### config.mk
export PLATFORM = sky130hd
export DESIGN_NAME = mem_arbiter
export DESIGN_NICKNAME = d
export VERILOG_FILES = /design/src/rtl/mem_arbiter.sv
export SDC_FILE = /design/constraint.sdc
export NUM_CORES = 1
export LEC_CHECK = 0
export BUFFER_PORTS_ARGS = -buffer_cell sky130_fd_sc_hd__buf_4
export CAP_MARGIN = 20
export CORE_MARGIN = 3
export CORE_UTILIZATION = 44
export CTS_CLUSTER_DIAMETER = 60
export DETAILED_ROUTE_END_ITERATION = 10
export PLACE_DENSITY = 0.8
export SLEW_MARGIN = 30
export SYNTH_ARGS = -nofsm -noshare
export SYNTH_HDL_FRONTEND = slang
export SYNTH_SLANG_ARGS = --single-unit
### constraint.sdc
create_clock -name clk -period 2 [get_ports clk]
set_input_delay 0.4 -clock clk [delete_from_list [all_inputs] [get_ports clk]]
set_output_delay 0.4 -clock clk [all_outputs]
set_load 0.01 [all_outputs]
### src/rtl/mem_arbiter.sv
// Arbitrates a single-port synchronous memory between fetch (if_*) and load/store (d_*).
// Ports: clk/rst, fetch req/gnt/rvalid/rdata, data req/we/be/addr/wdata/gnt/rvalid/rdata, mem_* strobe bus, busy.
module mem_arbiter #(
   parameter int ADDR_WIDTH   = 32,
   parameter int DATA_WIDTH   = 32,
   parameter int MEM_LATENCY  = 1,
   parameter int STARVE_LIMIT = 4
) (
   input  logic                    clk,
   input  logic                    rst,
   input  logic                    if_req,
   input  logic [ADDR_WIDTH-1:0]   if_addr,
   output logic                    if_gnt,
   output logic                    if_rvalid,
   output logic [DATA_WIDTH-1:0]   if_rdata,
   input  logic                    d_req,
   input  logic                    d_we,
   input  logic [DATA_WIDTH/8-1:0] d_be,
   input  logic [ADDR_WIDTH-1:0]   d_addr,
   input  logic [DATA_WIDTH-1:0]   d_wdata,
   output logic                    d_gnt,
   output logic                    d_rvalid,
   output logic [DATA_WIDTH-1:0]   d_rdata,
   output logic                    mem_req,
   output logic                    mem_we,
   output logic [DATA_WIDTH/8-1:0] mem_be,
   output logic [ADDR_WIDTH-1:0]   mem_addr,
   output logic [DATA_WIDTH-1:0]   mem_wdata,
   input  logic [DATA_WIDTH-1:0]   mem_rdata,
   output logic                    busy
);

   typedef enum logic [1:0] {IDLE, ISSUE, WAIT, RESP} state_t;

   localparam int CW = (MEM_LATENCY > 1) ? $clog2(MEM_LATENCY) : 1;
   localparam int SW = $clog2(STARVE_LIMIT + 1);

   state_t          state, state_n;
   logic [CW-1:0]   cnt;
   logic [SW-1:0]   streak;
   logic            sel_d;
   logic            wr_q;
   logic            pick_d;
   logic            start;
   logic            last_wait;

   // Data wins a tie unless fetch has been passed over STARVE_LIMIT times in a row.
   always_comb begin
      state_n   = state;
      start     = (state == IDLE) && (if_req || d_req);
      last_wait = (state == WAIT) && (cnt == CW'(MEM_LATENCY - 1));
      pick_d    = d_req && (!if_req || (streak < SW'(STARVE_LIMIT)));
      unique case (state)
         IDLE:    if (if_req || d_req) state_n = ISSUE;
         ISSUE:   state_n = WAIT;
         WAIT:    if (last_wait) state_n = RESP;
         RESP:    state_n = IDLE;
         default: state_n = IDLE;
      endcase
   end

   always_ff @(posedge clk) begin
      if (rst) state <= IDLE;
      else     state <= state_n;
   end

   // Outputs are registered from the next-state view so they line up with the state.
   always_ff @(posedge clk) begin
      if (rst) begin
         if_gnt    <= 1'b0;
         if_rvalid <= 1'b0;
         if_rdata  <= '0;
         d_gnt     <= 1'b0;
         d_rvalid  <= 1'b0;
         d_rdata   <= '0;
         mem_req   <= 1'b0;
         mem_we    <= 1'b0;
         mem_be    <= '0;
         mem_addr  <= '0;
         mem_wdata <= '0;
         busy      <= 1'b0;
         cnt       <= '0;
         streak    <= '0;
         sel_d     <= 1'b0;
         wr_q      <= 1'b0;
      end else begin
         busy      <= (state_n != IDLE);
         mem_req   <= start;
         if_gnt    <= start && !pick_d;
         d_gnt     <= start && pick_d;
         mem_we    <= start && pick_d && d_we;
         mem_be    <= start ? (pick_d ? d_be : '1) : '0;
         if_rvalid <= last_wait && !sel_d;
         d_rvalid  <= last_wait && sel_d;

         if (start) begin
            sel_d     <= pick_d;
            wr_q      <= pick_d && d_we;
            mem_addr  <= pick_d ? d_addr : if_addr;
            mem_wdata <= pick_d ? d_wdata : '0;
            if (pick_d) begin
               if (streak < SW'(STARVE_LIMIT)) streak <= streak + 1'b1;
            end else begin
               streak <= '0;
            end
         end

         if (state == ISSUE)
            cnt <= '0;
         else if ((state == WAIT) && !last_wait)
            cnt <= cnt + 1'b1;

         // A write acknowledge returns zero rather than whatever the memory drives.
         if (last_wait) begin
            if (sel_d) d_rdata  <= wr_q ? '0 : mem_rdata;
            else       if_rdata <= mem_rdata;
         end
      end
   end

endmodule
==> key figures, run 1 <==
Outcome
  • Outcome: complete, no violations

Global route
  • Global router's overall resource usage: about a quarter
  • Largest net degree at the start of global routing: 67
  • Vias in the first global route: 4911
  • First-pass GRT wire length: 25.5 mm
  • Initial antenna violation count: 0
  • GR Overflow Total: 0

Worst setup path
  • Worst-path cell chain: inv_1 -> ha_1 -> nand2b_1 -> buf_4 -> nor3_1 -> a221o_1
  • WP buf/inv: 2
  • Critical path's top delay family: buffers and inverters
  • CP Data Required Time: between 2000 and 2500 ps
  • CP Capture Type: flop
  • Biggest cell delay along the critical path: ~370 ps
  • Slowest stage cell, crit path: dfxtp_1
  • Setup crit start kind: flop
  • WP data arrival: roughly 2000 ps
  • Critical Setup Path Class: flop to flop
  • Critical path fanouts, max: 25

Die
  • # IOs: ~280
  • Die area: about 13000 sq um
  • Site Rows: 38
  • Initial Util: about 46%
  • Core area: approximately 11000 sq um
  • Die Span X: about 110 um
  • Chip Height: between 100 and 150 um

Power and ir drop
  • Pwr/cell area: around 1200 nW/um^2
  • Static leakage: 0.00364 uW
  • Max VDD drop: 0.843 mV
  • Pwr Total: 9560 uW

Timing
  • Clock skew: roughly 11 ps
  • Maximum clock frequency: around 570 MHz
  • RSZ-0062 raised after global routing: no
  • Final Max Slew Viols: 0
  • Fin Setup TNS: 0 ps
  • Final hold vios: 0
  • Setup Viol. Count Final: 0
  • Setup ws final: roughly 240 ps
  • Hold Worst Slack: a little over 200 ps
  • Slew @ Worst Pin: 759 ps
  • Tcrit/Tclk final: 88.1%
  • Slew headroom: just under 50%
  • Min Tclk post-route: 1760 ps

CTS
  • Post-CTS setup buffers: 0
  • TritonCTS clock tree: yes
  • Skew-Pair Late Insertion Delay: around 410 ps
  • CTS Buf Count: 17
  • Clk sinks: approximately 150
  • Deepest clock path buffer count: 2
  • Clk slew on worst S/H paths: 60 ps
  • H-tree Lvls: 4
  • Root Buffer: clkbuf_16

Route
  • Via density per instance: approximately 5.4
  • WL/cell: between 15 and 20 um
  • # DRC: 0
  • Final WL: ~16 mm
  • Number of nets with antenna violations after routing: 0
  • Starting DRT DRC Count: around 460
  • Routed via count: ~5000
  • Initial DRT Pass Iterations: 7

Run
  • Max Cap Viol: 0

Logic synthesis
  • Syn_area_per_cell: just over 10 sq um
  • Syn. warnings: 0
  • Post-Synthesis Cells: ~500
  • Mapped Area: between 5000 and 6000 sq um
  • Seq/Total Area, Yosys: 58.1%
  • Count of cell types in the netlist: 32
  • Syn_nets: 640
  • Synthesized flop and latch total: around 150

Placed design
  • Dpl hpwl: approximately 12 mm
  • PortBufs: 275
  • Inst Count DP: 883
  • Worst slack at placement: between 100 and 150 ps
  • GPL Wtd Cong: around 0.87

Finish
  • Share of post-route cells with drive strength above 1: between 40% and 50%
  • Cell Count, Final, Fillers Out: approximately 920
  • Commonest non-fill, non-tap cell in the layout: buf_4
  • Diode count: 0
  • Area growth syn-to-layout: 55.8%
  • Layout Nets: around 900
  • Most frequent cells in the layout: buf_4 (284), dfxtp_1 (147), nand2_1 (99)

Hold path
  • Worst Hold Class: primary input to flop
==> worst paths after layout <==
check / startpoint / endpoint / slack (ps) / cells past startpoint
hold reg to reg: if_rdata[10]$_SDFFE_PP0P_ / if_rdata[10]$_SDFFE_PP0P_ / 450 / 2
setup reg to reg: state[0]$_SDFF_PP0_ / mem_addr[11]$_SDFFE_PP0P_ / 240 / 6
setup / recovery: state[0]$_SDFF_PP0_ / mem_addr[11]$_SDFFE_PP0P_ / 240 / 6
hold / removal: d_be[3] / mem_be[3]$_SDFF_PP0_ / 210 / 2
==> sequential cells by signal, indices dropped and copies added, names as in the netlist <==
register,count
mem_be,4
mem_addr,32
if_rdata,32
busy,1
cnt,1
wr_q,1
if_rvalid,1
state,2
d_rdata,32
mem_wdata,32
mem_we,1
if_gnt,1
streak,3
d_rvalid,1
d_gnt,1
mem_req,1
sel_d,1
==> stage by stage <==
step                utilization [%]  instance area, sq um
floorplan                         -                  5060
global placement               66.1                  7300
detailed placement             66.2                  7300
CTS                            71.5                  7880
global route                   71.5                  7890
finish                         71.5                  7890
==> power by group <==
group,internal [uW],switching [uW],total [uW],leakage [uW]
sequential,3470,295,3760,0.00120
combinational,1340,1370,2710,0.00216
clock,1790,1300,3090,0.000280
total,6600,2970,9560,0.00364
==> timing repair <==
item / CTS / global route
setup endpoints to repair: 0 / 12
hold buffers: 0 / 0
resized for setup: 0 / 1
==> layer usage <==
layer  track usage [%]  wire length (um)
met2              41.9              8050
met5                 0                 0
met3              8.07              1500
met1              28.8              6360
met4              10.6               447
==> logic make-up (layout without fill, tap and decap cells) <==
group / Yosys count / count (layout) / share of synthesized area (%)
flip-flops: 147 / 147 / 58.1
buffers and inverters: 47 / 324 / 4.23
AND/OR/NAND/NOR: 157 / 157 / 14.0
AO/OA/AOI/OAI: 142 / 142 / 22.3
adder cells (fa/ha/maj): 5 / 5 / 1.24
==> Yosys cell counts, drive strengths merged <==
library cell  number  share of area (%)
nand3              1              0.099
o221ai             1               0.17
nor3b              3               0.77
a22o              65                 11
nor2               5               0.37
a221o             32                6.3
nand2b             5               0.62
nand4b             1               0.17
buf               15                1.9
nor4b              1               0.17
and2               2               0.25
a21o               2               0.30
a311oi             1               0.17
or2                1               0.12
o21ai              2               0.20
a21oi             37                3.7
a31oi              1               0.12
or3b               2               0.35
ha                 5                1.2
nand2             99                7.3
nand3b             1               0.15
dfxtp            147                 58
nor3              33                3.3
nor2b              3               0.37
clkbuf            29                2.2
o21a               1               0.15
inv                3               0.22
==> layout make-up <==
type / count / area, sq um
Fill cell: 791 / 3140
Sequential cell: 147 / 2940
Timing Repair Buffer: 289 / 2230
Multi-Input combinational cell: 304 / 1940
Clock buffer: 18 / 439
Tap cell: 140 / 175
Clock inverter: 14 / 144
Inverter: 3 / 11.3
Note: power is estimated with default switching activity, not from simulation.
==> run 2: changes to the inputs <==
- CORE_MARGIN: 3 -> 5
==> key figures, run 2 (synthesized netlist as in run 1, its figures left out) <==
Timing
  • Maximum clock frequency: 522 MHz
  • Setup Viol. Count Final: 0
  • Min Tclk post-route: 1910 ps
  • RSZ-0062 raised after global routing: no
  • Clock skew: between 5 and 6 ps
  • Slew @ Worst Pin: 753 ps
  • Final hold vios: 0
  • Final Max Slew Viols: 0
  • Hold Worst Slack: approximately 180 ps
  • Tcrit/Tclk final: a little over nine tenths
  • Slew headroom: ~50%

Global route
  • First-pass GRT wire length: between 20 and 25 mm
  • Vias in the first global route: about 5000
  • Global router's overall resource usage: between 20% and 30%
  • Initial antenna violation count: 0
  • Largest net degree at the start of global routing: 58
  • GR Overflow Total: 0

Power and ir drop
  • Sequential share of power: 39.3%
  • Clock group share of total power: 32.6%
  • Max VDD drop: 0.934 mV
  • Internal power: between 6000 and 7000 uW
  • Psw: approximately 2800 uW
  • Static leakage: roughly 0.0036 uW
  • Logic pwr share: 28.1%
  • Switch share: around 29%
  • Pwr/cell area: roughly 1200 nW/um^2

CTS
  • Clk slew on worst S/H paths: around 60 ps
  • TritonCTS clock tree: yes
  • Post-CTS Resized: 0
  • Skew-Pair Late Insertion Delay: between 400 and 500 ps
  • CTS Hold Bufs: 0
  • Post-CTS setup buffers: 0
  • H-tree Lvls: 4
  • Root Buffer: clkbuf_16
  • Clk sinks: roughly 150
  • Deepest clock path buffer count: 2
  • CTS Buf Count: 17

Placed design
  • PortBufs: roughly 280
  • Dpl hpwl: approximately 12 mm
  • Inst Count DP: ~890
  • GPL Wtd Cong: between 0.8 and 0.9

Route
  • Via density per instance: approximately 5.4
  • Routed via count: 4942
  • Initial DRT Pass Iterations: 5
  • Number of nets with antenna violations after routing: 0
  • Starting DRT DRC Count: around 360
  • # DRC: 0
  • WL/cell: 18.3 um
  • Final WL: roughly 17 mm

Die
  • Core area: about 11000 sq um
  • Die Span X: approximately 120 um
  • # IOs: 276
  • Chip Height: between 100 and 150 um
  • Site Rows: 39
  • Initial Util: ~45%
  • Die area: 13700 sq um

Worst setup path
  • Critical Setup Path Class: flop to flop
  • R2R Setup Slk: 90 ps
  • CP Capture Type: flop
  • Reg-to-Reg Start: state[0]$_SDFF_PP0_
  • Reg2Reg Depth: 6
  • Critical path fanouts, max: 33
  • WP data arrival: approximately 2200 ps
  • CP Data Required Time: roughly 2300 ps
  • Setup crit start kind: flop
  • Reg2reg end: if_rdata[13]$_SDFFE_PP0P_

Finish
  • Diode count: 0
  • Area growth syn-to-layout: 55.1%
  • Cell Count, Final, Fillers Out: 916
  • Commonest non-fill, non-tap cell in the layout: buf_4
  • Share of post-route cells with drive strength above 1: 41.9%
  • Most frequent cells in the layout: buf_4 (288), dfxtp_1 (147), nand2_1 (99)
  • Layout Nets: around 910
  • Fill cells: 811

Outcome
  • Outcome: complete, no violations

Hold path
  • Worst Hold Endpoint: mem_be[3]$_SDFF_PP0_
  • Worst Hold Class: primary input to flop
  • Hold-critical path depth: 2
  • Hold_sp: d_be[3]

Run
  • Max Cap Viol: 0
run 2: how the worst max path moves through the flow:
stage / from / endpoint / slack [ps] / cells past startpoint
after floorplan: state[0]$_SDFF_PP0_ / mem_addr[10]$_SDFFE_PP0P_ / 270 / 7
after global placement: state[0]$_SDFF_PP0_ / d_rdata[10]$_SDFFE_PP0P_ / -40 / 5
after detailed placement: state[0]$_SDFF_PP0_ / if_rdata[5]$_SDFFE_PP0P_ / 100 / 6
after CTS: state[0]$_SDFF_PP0_ / if_rdata[5]$_SDFFE_PP0P_ / 80 / 6
after global routing: state[0]$_SDFF_PP0_ / if_rdata[13]$_SDFFE_PP0P_ / 3 / 6
final: state[0]$_SDFF_PP0_ / if_rdata[13]$_SDFFE_PP0P_ / 90 / 6
run 2: metal layers:
metal	wire length [um]	part of all wire, %	track usage, %
met1	6390	38	26.9
met5	0	0	0
met4	615	3.7	12.9
met2	7870	47	38.1
met3	1870	11	8.79
run 2: metrics by stage:
stage	setup WS, ps	cell area, sq um	TNS (ps)	total power (uW)	util [%]
6_report	85.9	7850	0	9590	69.0
5_1_grt	2.89	7850	0	10100	69.0
4_1_cts	77.2	7850	0	9660	69.0
3_5_place_dp	97.7	7270	0	6510	64.0
3_3_place_gp	-44.3	7270	-1340	6430	63.9
2_1_floorplan	273	5060	0	5110	-
run 2: final cells by class:
| type | count | area, sq um | share of cell area [%] |
|---|---|---|---|
| clock inverters | 6 | 105 | 1.34 |
| multi-input cells | 304 | 1940 | 24.7 |
| repair buffers | 290 | 2200 | 28.1 |
| flip-flops and latches | 147 | 2940 | 37.5 |
| well taps | 143 | 179 | 2.28 |
| clock buffers | 23 | 468 | 5.96 |
| inverters | 3 | 11.3 | 0.143 |
run 2: power groups by stage:
stage	Sequential, uW	Combinational, uW	Clock [uW]
floorplan	4000	1100	0
global placement	3790	2650	0
detailed placement	3810	2700	0
CTS	3760	2720	3180
global route	3810	2930	3310
finish	3760	2700	3120
run 2: critical path, stage by stage (launching register included):
cell,delay (ps)
dfxtp_1,330
inv_1,120
ha_1,180
buf_4,130
or3b_2,740
nand2_1,190
a21oi_1,80
==> run 3: changes to the inputs <==
- HOLD_SLACK_MARGIN: unset -> 0.1
- SETUP_SLACK_MARGIN: unset -> 0.15
==> key figures, run 3 (synthesized netlist as in run 1, its figures left out) <==
Outcome
  • Outcome: complete, no violations

Global route
  • GR Overflow Total: 0
  • Vias in the first global route: approximately 5000
  • First-pass GRT wire length: around 25 mm
  • Initial antenna violation count: 0
  • Global router's overall resource usage: roughly a quarter
  • Largest net degree at the start of global routing: slightly below 60

Timing
  • Slew @ Worst Pin: about 710 ps
  • Fin Setup TNS: 0 ps
  • RSZ-0062 raised after global routing: no
  • Min Tclk post-route: between 1500 and 2000 ps
  • Clock skew: between 5 and 6 ps
  • Tcrit/Tclk final: around nine tenths
  • Slew headroom: a little over half
  • Maximum clock frequency: roughly 570 MHz
  • Setup Viol. Count Final: 0
  • Final Max Slew Viols: 0
  • Final hold vios: 0

CTS
  • TritonCTS clock tree: yes
  • Deepest clock path buffer count: 2
  • Clk sinks: roughly 150
  • CTS Buf Count: 17
  • Skew-Pair Late Insertion Delay: 420 ps
  • Post-CTS setup buffers: 0
  • Clk slew on worst S/H paths: about 60 ps
  • Root Buffer: clkbuf_16
  • H-tree Lvls: 4
  • CTS Hold Bufs: 0

Worst setup path
  • Critical path fanouts, max: 16
  • Setup crit start kind: flop
  • Worst-path cell chain: inv_1 -> ha_1 -> nand3b_1 -> nor2b_2 -> a22o_1
  • CP startpoint: state[0]$_SDFF_PP0_
  • Critical Setup Path Class: flop to flop
  • Critical path's top delay family: simple AND/OR/NAND/NOR gates
  • Reg-to-Reg Start: state[0]$_SDFF_PP0_
  • WP buf/inv: 1
  • Reg2reg end: d_rdata[28]$_SDFFE_PP0P_
  • WP data arrival: between 2000 and 2500 ps
  • R2R Setup Slk: 230 ps
  • Slowest stage cell, crit path: nor2b_2
  • CP Capture Type: flop
  • CP Data Required Time: around 2400 ps
  • Biggest cell delay along the critical path: 630 ps
  • Reg2Reg Depth: 5

Hold path
  • Hold_sp: d_be[3]
  • Worst Hold Endpoint: mem_be[3]$_SDFF_PP0_
  • Hold-critical path depth: 2
  • Worst Hold Class: primary input to flop

Power and ir drop
  • Static leakage: 0.00364 uW
  • Pwr/cell area: around 1200 nW/um^2
  • Max VDD drop: 0.937 mV

Die
  • Die area: between 10000 and 15000 sq um
  • Initial Util: ~45%
  • Site Rows: 39
  • Chip Height: 117 um
  • # IOs: roughly 280
  • Die Span X: 117 um
  • Core area: between 10000 and 15000 sq um

Run
  • Max Cap Viol: 0

Finish
  • Most frequent cells in the layout: buf_4 (288), dfxtp_1 (147), nand2_1 (99)
  • Layout Nets: a little over 900
  • Diode count: 0
  • Final core occ: 69.1%
  • Area growth syn-to-layout: 55.3%
  • Commonest non-fill, non-tap cell in the layout: buf_4
  • Share of post-route cells with drive strength above 1: a little over two fifths
  • Fill cells: just over 800

Route
  • Initial DRT Pass Iterations: 4
  • Number of nets with antenna violations after routing: 0
  • Final WL: approximately 17 mm
  • # DRC: 0
  • Routed via count: between 4000 and 5000
  • Via density per instance: approximately 5.4
  • WL/cell: ~18 um
  • Starting DRT DRC Count: 397

Placed design
  • PortBufs: 275
  • GPL Wtd Cong: about 0.84
  • Dpl hpwl: between 10 and 15 mm
run 3: how the worst max path moves through the flow:
stage                                end  slack (ps)  depth (start not counted)
3_3_place_gp    d_rdata[10]$_SDFFE_PP0P_         -40                          5
4_1_cts         d_rdata[20]$_SDFFE_PP0P_         240                          5
2_1_floorplan  mem_addr[10]$_SDFFE_PP0P_         270                          7
3_5_place_dp    if_rdata[5]$_SDFFE_PP0P_         100                          6
6_report        d_rdata[28]$_SDFFE_PP0P_         230                          5
5_1_grt         d_rdata[21]$_SDFFE_PP0P_         160                          5
run 3: where the power goes:
part | internal, uW | switching, uW | total (uW) | leakage [uW]
Sequential | 3470 | 298 | 3770 | 0.00120
Clock | 2000 | 1130 | 3130 | 0.000283
Combinational | 1330 | 1380 | 2710 | 0.00216
Total | 6790 | 2810 | 9610 | 0.00364
run 3: cell type report:
type / instances / area (sq um) / share of cell area (%)
flip-flops and latches: 147 / 2940 / 37.4
clock buffers: 23 / 468 / 5.95
clock inverters: 6 / 105 / 1.34
well taps: 143 / 179 / 2.28
repair buffers: 290 / 2200 / 28.0
inverters: 3 / 11.3 / 0.143
multi-input cells: 305 / 1950 / 24.8
run 3: worst reg2reg max path: cells and delay by family (launching register included):
family,cells,cell delay (ps)
and+or+nand+nor,2,790
adders and majority gates,1,220
DFF,1,370
buffers and inverters,1,100
AOI/OAI and AO/OA,1,240
run 3: metrics by stage:
step / instances / setup slack, ps / area, sq um / hold slack (ps) / power (uW)
3_5_place_dp: 887 / 97.7 / 7270 / 448 / 6510
4_1_cts: 916 / 244 / 7850 / 156 / 9660
5_1_grt: 917 / 160 / 7860 / 162 / 10100
6_report: 917 / 233 / 7860 / 175 / 9610
2_1_floorplan: 498 / 273 / 5060 / 444 / 5110
3_3_place_gp: 887 / -44.3 / 7270 / 443 / 6430
run 3: what timing repair did:
| item | in CTS | in global routing |
|---|---|---|
| gates resized for setup | 1 | 0 |
| setup endpoints to repair | 32 | 5 |
| cloned | 0 | 1 |
run 3: routing by layer:
metal	part of all wire (%)	track usage [%]
met5	0	0
met4	3.7	12.9
met3	12	8.79
met2	47	38.1
met1	38	26.9
